===== config.mk =====
export PLATFORM = sky130hd
export DESIGN_NAME = uart_frame_parser
export DESIGN_NICKNAME = d
export VERILOG_FILES = /design/src/rtl/uart_frame_parser_pkg.sv /design/src/rtl/uart_gap_timer.sv /design/src/rtl/uart_frame_parser.sv
export SDC_FILE = /design/constraint.sdc
export NUM_CORES = 1
export LEC_CHECK = 0
export CORE_MARGIN = 2
export CORE_UTILIZATION = 53
export DETAILED_ROUTE_END_ITERATION = 10
export GPL_TIMING_DRIVEN = 1
export MAX_ROUTING_LAYER = met4
export PLACE_DENSITY = 0.85
export SETUP_SLACK_MARGIN = 0.05
export SYNTH_ARGS = -nofsm -noshare
export SYNTH_HDL_FRONTEND = slang
export SYNTH_SLANG_ARGS = --single-unit

===== constraint.sdc =====
create_clock -name in_clk -period 1.85 [get_ports in_clk]
set_input_delay 0.185 -clock in_clk [delete_from_list [all_inputs] [get_ports in_clk]]
set_output_delay 0.185 -clock in_clk [all_outputs]
set_load 0.03 [all_outputs]

===== src/rtl/uart_frame_parser_pkg.sv =====
// Shared types for the UART command-frame parser: state encoding, byte type, SYNC default.
// Latency: n/a (types and constants only).
// Backpressure: n/a.
package uart_frame_pkg;

   typedef logic [7:0] byte_t;

   typedef enum logic [2:0] {
      ST_IDLE,
      ST_CMD,
      ST_LEN,
      ST_DATA,
      ST_CHK,
      ST_DONE
   } frame_state_t;

   localparam byte_t SYNC_BYTE_DEF = 8'hA5;

   // States in which the inter-byte gap is being policed
   function automatic logic is_gap_state(input frame_state_t s);
      return (s == ST_CMD) || (s == ST_LEN) || (s == ST_DATA) || (s == ST_CHK);
   endfunction

endpackage


===== src/rtl/uart_gap_timer.sv =====
// Inter-byte gap counter: counts enabled idle cycles, flags the cycle the count reaches TIMEOUT_CYC.
// Latency: expired is combinational from the count; count updates every clock.
// Backpressure: none; clear or disable restarts the count from zero.
module uart_gap_timer #(
   parameter int TIMEOUT_CYC = 4096
) (
   input  logic clk,
   input  logic rst,
   input  logic clear,
   input  logic enable,
   output logic expired
);

   localparam int CW = (TIMEOUT_CYC > 1) ? $clog2(TIMEOUT_CYC) : 1;

   logic [CW-1:0] cnt;

   // Count enabled cycles since the last clear; held at zero while disabled
   always_ff @(posedge clk) begin
      if (rst || clear || !enable) begin
         cnt <= '0;
      end else begin
         cnt <= cnt + 1'b1;
      end
   end

   // Expiry is the cycle whose closing edge would be the TIMEOUT_CYC-th silent edge
   assign expired = enable && (cnt == CW'(TIMEOUT_CYC - 1));

endmodule


===== src/rtl/uart_frame_parser.sv =====
// Assembles SYNC/CMD/LEN/payload[/CHK] frames from UART bytes and holds them for a consumer.
// Latency: out_frame_valid rises one cycle after the final byte strobe; error strobes likewise.
// Backpressure: none upstream; bytes arriving while a frame is held are dropped with out_overrun.
// Option: UART_FRAME_CHKSUM_EN adds the trailing XOR checksum byte and out_err_chk.
module uart_frame_parser
   import uart_frame_pkg::*;
#(
   parameter int    MAX_LEN     = 16,
   parameter int    TIMEOUT_CYC = 4096,
   parameter byte_t SYNC_BYTE   = SYNC_BYTE_DEF,
   localparam int   LW          = $clog2(MAX_LEN + 1),
   localparam int   AW          = (MAX_LEN > 1) ? $clog2(MAX_LEN) : 1
) (
   input  logic          in_clk,
   input  logic          in_rst,
   input  logic          in_rx_ready,
   input  logic [7:0]    in_rx_data,
   output logic          out_frame_valid,
   output logic [7:0]    out_cmd,
   output logic [LW-1:0] out_len,
   input  logic [AW-1:0] in_rd_addr,
   output logic [7:0]    out_rd_data,
   input  logic          in_frame_ack,
   output logic          out_err_len,
   output logic          out_err_chk,
   output logic          out_err_timeout,
   output logic          out_overrun
);

`ifdef UART_FRAME_CHKSUM_EN
   localparam frame_state_t ST_TAIL    = ST_CHK;
   localparam logic         TAIL_VALID = 1'b0;
   byte_t chk_q;
   logic  err_chk_q;
`else
   localparam frame_state_t ST_TAIL    = ST_DONE;
   localparam logic         TAIL_VALID = 1'b1;
`endif

   frame_state_t  state;
   byte_t         cmd_q;
   logic [LW-1:0] len_q;
   logic [AW-1:0] wr_idx;
   logic          valid_q;
   logic          err_len_q;
   logic          err_to_q;
   logic          overrun_q;
   byte_t         payload [MAX_LEN];
   logic          gap_run;
   logic          gap_expired;
   logic          last_byte;

   assign gap_run   = is_gap_state(state);
   assign last_byte = (int'(wr_idx) == int'(len_q) - 1);

   uart_gap_timer #(
      .TIMEOUT_CYC(TIMEOUT_CYC)
   ) u_gap_timer (
      .clk    (in_clk),
      .rst    (in_rst),
      .clear  (in_rx_ready),
      .enable (gap_run),
      .expired(gap_expired)
   );

   // Frame FSM with registered handshake and one-cycle error strobes; a byte beats a same-cycle expiry
   always_ff @(posedge in_clk) begin
      if (in_rst) begin
         state     <= ST_IDLE;
         cmd_q     <= '0;
         len_q     <= '0;
         wr_idx    <= '0;
         valid_q   <= 1'b0;
         err_len_q <= 1'b0;
         err_to_q  <= 1'b0;
         overrun_q <= 1'b0;
`ifdef UART_FRAME_CHKSUM_EN
         err_chk_q <= 1'b0;
`endif
      end else begin
         err_len_q <= 1'b0;
         err_to_q  <= 1'b0;
         overrun_q <= 1'b0;
`ifdef UART_FRAME_CHKSUM_EN
         err_chk_q <= 1'b0;
`endif
         if (gap_run && !in_rx_ready && gap_expired) begin
            err_to_q <= 1'b1;
            state    <= ST_IDLE;
         end else begin
            case (state)
               ST_IDLE: begin
                  if (in_rx_ready && (in_rx_data == SYNC_BYTE)) begin
                     state <= ST_CMD;
                  end
               end
               ST_CMD: begin
                  if (in_rx_ready) begin
                     cmd_q <= in_rx_data;
                     state <= ST_LEN;
                  end
               end
               ST_LEN: begin
                  if (in_rx_ready) begin
                     if (int'(in_rx_data) > MAX_LEN) begin
                        err_len_q <= 1'b1;
                        state     <= ST_IDLE;
                     end else begin
                        len_q  <= in_rx_data[LW-1:0];
                        wr_idx <= '0;
                        if (in_rx_data == 8'd0) begin
                           state   <= ST_TAIL;
                           valid_q <= TAIL_VALID;
                        end else begin
                           state <= ST_DATA;
                        end
                     end
                  end
               end
               ST_DATA: begin
                  if (in_rx_ready) begin
                     wr_idx <= wr_idx + 1'b1;
                     if (last_byte) begin
                        state   <= ST_TAIL;
                        valid_q <= TAIL_VALID;
                     end
                  end
               end
`ifdef UART_FRAME_CHKSUM_EN
               ST_CHK: begin
                  if (in_rx_ready) begin
                     if (in_rx_data == chk_q) begin
                        state   <= ST_DONE;
                        valid_q <= 1'b1;
                     end else begin
                        err_chk_q <= 1'b1;
                        state     <= ST_IDLE;
                     end
                  end
               end
`endif
               ST_DONE: begin
                  if (in_rx_ready) begin
                     overrun_q <= 1'b1;
                  end
                  if (in_frame_ack) begin
                     valid_q <= 1'b0;
                     state   <= ST_IDLE;
                  end
               end
               default: state <= ST_IDLE;
            endcase
         end
      end
   end

`ifdef UART_FRAME_CHKSUM_EN
   // Running XOR over CMD, LEN and payload; a SYNC in IDLE restarts it
   always_ff @(posedge in_clk) begin
      if (in_rst) begin
         chk_q <= '0;
      end else if (in_rx_ready) begin
         if (state == ST_IDLE) begin
            chk_q <= '0;
         end else if ((state == ST_CMD) || (state == ST_LEN) || (state == ST_DATA)) begin
            chk_q <= chk_q ^ in_rx_data;
         end
      end
   end

   assign out_err_chk = err_chk_q;
`else
   assign out_err_chk = 1'b0;
`endif

   // Payload store, written only while collecting data so a held frame stays intact
   always_ff @(posedge in_clk) begin
      if (!in_rst && (state == ST_DATA) && in_rx_ready) begin
         payload[wr_idx] <= in_rx_data;
      end
   end

   assign out_rd_data     = payload[in_rd_addr];
   assign out_frame_valid = valid_q;
   assign out_cmd         = cmd_q;
   assign out_len         = len_q;
   assign out_err_len     = err_len_q;
   assign out_err_timeout = err_to_q;
   assign out_overrun     = overrun_q;

endmodule

==> results of run 1 <==
cells in the final DEF (no fill, tap or decap), types with 9 or more instances in the layout:
master / n
edfxtp_1: 128
buf_4: 61
mux4_1: 9
nand2_1: 15
mux2i_1: 15
nor2_1: 42
xor2_1: 10
clkbuf_16: 17
dfxtp_1: 32
clkdlybuf4s50_1: 29
mux4_2: 31
nor3_1: 9
registers in the layout, summed over array words and instances, names as in the netlist:
signal	cells
out_overrun	1
out_len	5
payload	128
out_cmd	8
wr_idx	4
state	3
out_err_len	1
u_gap_timer.cnt	12
out_frame_valid	1
out_err_timeout	1
layer usage:
| layer | global-route usage (%) | vias up | routed length, um |
|---|---|---|---|
| li1 | - | 1766 | - |
| met1 | 30.8 | 2032 | 6020 |
| met2 | 42.1 | 221 | 8200 |
| met3 | 6.57 | 51 | 1420 |
| met4 | 11.1 | 0 | 675 |
| met5 | - | - | 0 |
layout make-up:
type | count | area share (%)
clock buffers | 18 | 5.06
repair buffers | 107 | 11.7
well taps | 172 | 2.54
clock inverters | 14 | 2.15
multi-input cells | 209 | 24.3
flip-flops and latches | 164 | 53.9
inverters | 8 | 0.354
through the flow:
| stage | cells | cell area [sq um] |
|---|---|---|
| floorplan | 402 | 6830 |
| global placement | 657 | 7820 |
| detailed placement | 657 | 7820 |
| CTS | 690 | 8450 |
| global route | 692 | 8490 |
| finish | 692 | 8490 |
report_power, final:
part,total [mW],internal [mW],switching [mW],leakage [nW]
combinational,0.428,0.211,0.217,1.24
sequential,3.96,3.96,0.000420,1.44
clock,3.63,2.25,1.38,0.283
total,8.02,6.42,1.60,2.96
worst paths after layout:
path,startpoint,end,slack (ns),depth (start not counted)
worst max-delay path,payload[10][6]$_DFFE_PP_,out_rd_data[6],-0.39,3
worst min-delay path,in_frame_ack,state[2]$_SDFFE_PP0P_,0.47,3
worst max register to register,out_len[1]$_SDFFE_PP0P_,state[2]$_SDFFE_PP0P_,0.13,7
worst min register to register,out_frame_valid$_SDFFE_PP0P_,out_frame_valid$_SDFFE_PP0P_,0.47,2
critical path, delay by kind of cell (launching register included):
family / cells / cell delay (ns)
buffers and inverters: 1 / 0.16
flip-flops: 1 / 0.44
multiplexers: 2 / 1.05
cells by family (layout without fill, tap and decap cells):
group	after synthesis	after routing	share of synthesized area [%]
other	1	1	0.0550
DFF	164	164	66.9
muxes	55	55	16.4
xor gates and xnor gates	17	17	2.18
and+or+nand+nor	110	110	8.29
adders and majority gates	6	6	1.10
AOI/OAI and AO/OA	20	20	2.07
buffers and inverters	29	147	2.95
repair_timing:
action	CTS	global route
setup buffers	0	2
resized for setup	61	10
endpoints found under the setup margin	9	94
cloned	1	0
pin swaps	1	4
==> flow_summary_export.csv, run 1 <==
group,metric,value,unit
run_status,run_status,"finished with violations",
run_status,violations,"setup timing",
min_path,timing.hold.worst.class,"in -> reg",
detailed_routing,antenna_left,0,
clocking,clk-insertion-delay-late,0.42,ns
die,initial_core_util,54.3,%
power,ir_drop,0.517,mV
cells_and_area,final_layout_size_suffix_gt1_share,29.8,%
detailed_routing,drc,0,
yosys,synthMostInstantiatedCell,"edfxtp_1",
clocking,cts-htree-levels,4,
die,dieArea,13800,sq um
critical_path,critPathArrivalTime,2.06,ns
cells_and_area,areaGrowthSynthToFinish,24.5,%
power,power.density,945,nW/um^2
die,core-area,12600,sq um
yosys,postSynthNetCount,424,
cells_and_area,layout.area.seq,4570,sq um
critical_path,critical_path.startpoint_type,"flop",
cells_and_area,antenna_cells,0,
yosys,synth_common_cells,"edfxtp_1, nor2_1, dfxtp_1",
clocking,cts.sink_count,164,
global_routing,maximum_number_of_pins_on_one_net_before_global_route_repair,22,
critical_path,timing.critical_path.slowest_stage_cell,"mux4_2",
clocking,cts_buffer_depth,2,
detailed_routing,num_vias,4070,
yosys,synth_async_sr_flop_share,0,%
yosys,netlist-cell-type-count,48,
yosys,syn_avg_cell_area,17.0,sq um
placement,preCtsSetupSlack,-0.704,ns
cells_and_area,fillerInstances,816,
clocking,clkSlewWorstSetupHoldPaths,0.06,ns
sta,whs,0.472,ns
detailed_routing,detail_route.wirelength,16300,um
cells_and_area,nNetsFinal,529,
sta,timing.final.setup_violations,8,
critical_path,worstPathMaxFanout,1,
yosys,dominantRegCellSynth,"edfxtp_1",
sta,final_max_slew_viol_count,0,
sta,clock-skew-final,0.00852,ns
clocking,cts_made_buffers,17,
yosys,mappedNetlistArea,6820,sq um
die,die_x,117,um
detailed_routing,number_of_detailed_routing_iterations_run_before_antenna_repair,4,
sta,setup-tns-final,-2.59,ns
clocking,tritoncts,"done",
sta,grt_setup_unrepaired,"yes",
die,num_rows,41,
detailed_routing,drt_iter0_drc,498,
critical_path,critical_path.endpoint_type,"output pin",
yosys,yosysTopAreaCellShare,56.4,%
placement,post-dp-hpwl,9910,um
yosys,synth_largest_area_cell,"edfxtp_1",
cells_and_area,utilization_after_layout,67.5,%
placement,numPortBuffers,40,
global_routing,antenna_found_initial,0,
detailed_routing,wire_per_inst,23.6,um
critical_path,cp.required,1.66,ns
clocking,cts_hold_repair.buffers,0,
power,total_power,8.02,mW
detailed_routing,viasPerCell,5.88,
global_routing,grt_first_pass_wirelength,24900,um
critical_path,critPathKind,"reg -> out",
critical_path,timing.critical_path.cells,"mux4_2, mux4_2, buf_6",
cells_and_area,multi_input_comb_area,2060,sq um
sta,period_share,121,%
clocking,cts_root_buf,"clkbuf_16",
yosys,ys_warns,0,
die,io_pins,42,
sta,worst_slack,-0.390,ns
critical_path,critical-path-max-stage-delay,0.54,ns
global_routing,grt_overflow_total,0,
yosys,netlist_top_cells_area,"edfxtp_1, dfxtp_1, mux4_2",
global_routing,first_global_vias,4140,
yosys,synth_edf_count,128,
sta,hold_viol_final,0,
yosys,ys_seq_elements,164,
power,leakage,2.96,nW
global_routing,grtUsageTotal,25.8,%
job,max_cap_viol_count,0,
yosys,seq_area_frac_synth,66.9,%
sta,final.min_clock_period,2.24,ns
die,die_h,117,um
critical_path,path_common_cell,"mux4_2",
placement,gpl.final_weighted_congestion,0.856,
sta,max_freq,446,MHz
yosys,postSynthCellCount,402,
Power figures use the tool's default switching activity.
==> run 2: changes to the inputs <==
- SYNTH_HIERARCHICAL: unset -> 1
==> flow_summary_export.csv, run 2 <==
group,metric,value,unit
clocking,clkSlewWorstSetupHoldPaths,0.06,ns
yosys,synth_common_cells,"edfxtp_1, dfxtp_1, mux4_1, nor2_1, nand2_1",
die,core-area,12600,sq um
sta,clock-skew-final,0.00865,ns
critical_path,critPathArrivalTime,2.00,ns
cells_and_area,postLayoutCellArea,8520,sq um
yosys,synthMostInstantiatedCell,"edfxtp_1",
global_routing,top_usage_layer,"met2",
placement,numPortBuffers,40,
sta,setup-tns-final,-2.36,ns
yosys,ys_seq_elements,164,
yosys,seq_area_frac_synth,66.6,%
critical_path,cp.required,1.66,ns
sta,hold_viol_final,0,
min_path,hold_path_startpoint,"in_rx_data[3]",
critical_path,critPathKind,"reg -> out",
critical_path,r2r_worst_path_depth,7,
global_routing,maximum_number_of_pins_on_one_net_before_global_route_repair,33,
critical_path,critical_path.endpoint_type,"output pin",
yosys,synth_largest_area_cell,"edfxtp_1",
global_routing,global_route.usage.met2,40.0,%
placement,placement.cell_area,7920,sq um
power,leakage,2.84,nW
yosys,mappedNetlistArea,6850,sq um
cells_and_area,largest_register_ff_count,128,
global_routing,grt_overflow_total,0,
clocking,cts.sink_count,164,
yosys,postSynthCellCount,407,
cells_and_area,most_used_cells_in_the_layout_excluding_fill_and_tap_cells,"edfxtp_1, buf_4, mux4_2, dfxtp_1, clkdlybuf4s50_1",
job,max_cap_viol_count,0,
critical_path,critical_path.startpoint_type,"flop",
yosys,yosysTopAreaCellShare,56.1,%
die,dieArea,13900,sq um
detailed_routing,detail_route.wirelength,15400,um
detailed_routing,number_of_detailed_routing_iterations_run_before_antenna_repair,5,
die,die_h,118,um
power,power.density,880,nW/um^2
sta,period_share,118,%
yosys,dominantRegCellSynth,"edfxtp_1",
yosys,synth_edf_count,128,
cells_and_area,final_layout_size_suffix_gt1_share,31.6,%
die,num_rows,41,
die,initial_core_util,54.3,%
power,ir_drop,0.583,mV
yosys,syn_avg_cell_area,16.8,sq um
clocking,cts_root_buf,"clkbuf_16",
yosys,synth_async_sr_flop_share,0,%
cells_and_area,mostFrequentLayoutCell,"edfxtp_1",
cells_and_area,largest_register,"payload",
power,total_power,7.50,mW
yosys,postSynthNetCount,429,
detailed_routing,antenna_left,0,
clocking,clk-insertion-delay-late,0.42,ns
critical_path,timing.reg2reg.setup_slack,0.11,ns
placement,preCtsSetupSlack,-1.03,ns
cells_and_area,nNetsFinal,532,
global_routing,grt_first_pass_wirelength,23500,um
critical_path,worstReg2RegEnd,"state[1]$_SDFFE_PP0P_",
min_path,timing.hold.worst.class,"in -> reg",
yosys,netlist-cell-type-count,51,
global_routing,grt.met3_usage,5.33,%
die,die_x,118,um
sta,worst_slack,-0.338,ns
clocking,tritoncts,"done",
detailed_routing,drt_iter0_drc,435,
placement,post-dp-hpwl,9810,um
placement,gpl.final_weighted_congestion,0.862,
die,io_pins,42,
cells_and_area,antenna_cells,0,
detailed_routing,wire_per_inst,22.2,um
min_path,hold_path_depth,1,
detailed_routing,drc,0,
clocking,cts_made_buffers,17,
clocking,cts_hold_repair.buffers,0,
sta,timing.final.setup_violations,8,
cells_and_area,fillerInstances,841,
global_routing,antenna_found_initial,0,
min_path,min_to,"payload[11][3]$_DFFE_PP_",
detailed_routing,viasPerCell,5.94,
clocking,cts-htree-levels,4,
yosys,netlist_top_cells_area,"edfxtp_1, mux4_1, dfxtp_1",
sta,final.min_clock_period,2.19,ns
critical_path,r2r-start,"out_len[1]$_SDFFE_PP0P_",
detailed_routing,num_vias,4124,
global_routing,grtUsageTotal,23.9,%
cells_and_area,multi_input_comb_area,2170,sq um
yosys,ys_warns,6,
global_routing,first_global_vias,4151,
sta,final_max_slew_viol_count,0,
global_routing,global_routing_met1_resource_utilization,29.1,%
sta,grt_setup_unrepaired,"yes",
clocking,cts_buffer_depth,2,
sta,max_freq,457,MHz
cells_and_area,areaGrowthSynthToFinish,24.4,%
cells_and_area,layout.area.seq,4580,sq um
run_status,violations,"setup timing",
critical_path,worstPathMaxFanout,1,
run_status,run_status,"finished with violations",
==> run 2: cell types whose count changed in the layout (fill, tap and decap cells not counted), moves of 5 or more <==
cell / delta
mux2i_1: -5
nand3_1: +5
nor2_2: +5
buf_4: -9
xor2_1: -8
nand2_1: +5
a21oi_1: +7
nor2_1: -16
==> run 2: what timing repair did <==
action,CTS,global route
gates resized for setup,89,22
buffers inserted,2,0
cloned,1,0
pin swaps,4,4
endpoints found under the setup margin,25,75
==> run 2: final cells by class <==
class | instances | area share [%]
clock inverters | 13 | 1.07
clock buffers | 18 | 5.04
flip-flops and latches | 164 | 53.7
well taps | 172 | 2.53
multi-input cells | 215 | 25.4
inverters | 10 | 0.440
repair buffers | 102 | 11.8
==> run 2: logic make-up after synthesis <==
kind of cell             share of synthesized area (%)
buffers and inverters                             2.30
multiplexers                                      16.4
XOR/XNOR                                          1.37
other                                           0.0547
adder cells (fa/ha/maj)                           1.10
AND/OR/NAND/NOR                                   8.24
AO/OA/AOI/OAI                                     3.96
flip-flops                                        66.6
==> run 2: per-layer routing <==
layer | part of all wire, % | vias up | wire, um
met1 | 39 | 2093 | 6000
met4 | 2.2 | 0 | 335
met3 | 6.7 | 25 | 1040
met2 | 52 | 194 | 8060
met5 | 0 | - | 0
li1 | - | 1812 | -
==> run 2: through the flow <==
stage | utilization (%) | cells | hold slack (ns)
after global routing | 67.5 | 694 | 0.174
after detailed placement | 62.8 | 660 | 0.455
after CTS | 66.9 | 694 | 0.462
after global placement | 62.8 | 660 | 0.450
after floorplan | - | 407 | 0.261
final | 67.5 | 694 | 0.193
==> run 2: power breakdown <==
part,switching (mW),internal [mW]
combinational,0.214,0.204
clock,1.32,1.80
sequential,0.000625,3.96
total,1.53,5.97
==> run 2: worst max path at each step <==
stage / start / end
floorplan: state[1]$_SDFFE_PP0P_ / payload[1][0]$_DFFE_PP_
CTS: payload[11][0]$_DFFE_PP_ / out_rd_data[0]
global route: payload[10][7]$_DFFE_PP_ / out_rd_data[7]
detailed placement: in_rd_addr[0] / out_rd_data[3]
global placement: in_rd_addr[0] / out_rd_data[0]
finish: payload[10][7]$_DFFE_PP_ / out_rd_data[7]
==> run 2: worst max-delay path: stages (launching register included) <==
cell,delay [ns]
edfxtp_1,0.40
mux4_2,0.50
mux4_2,0.51
buf_6,0.16
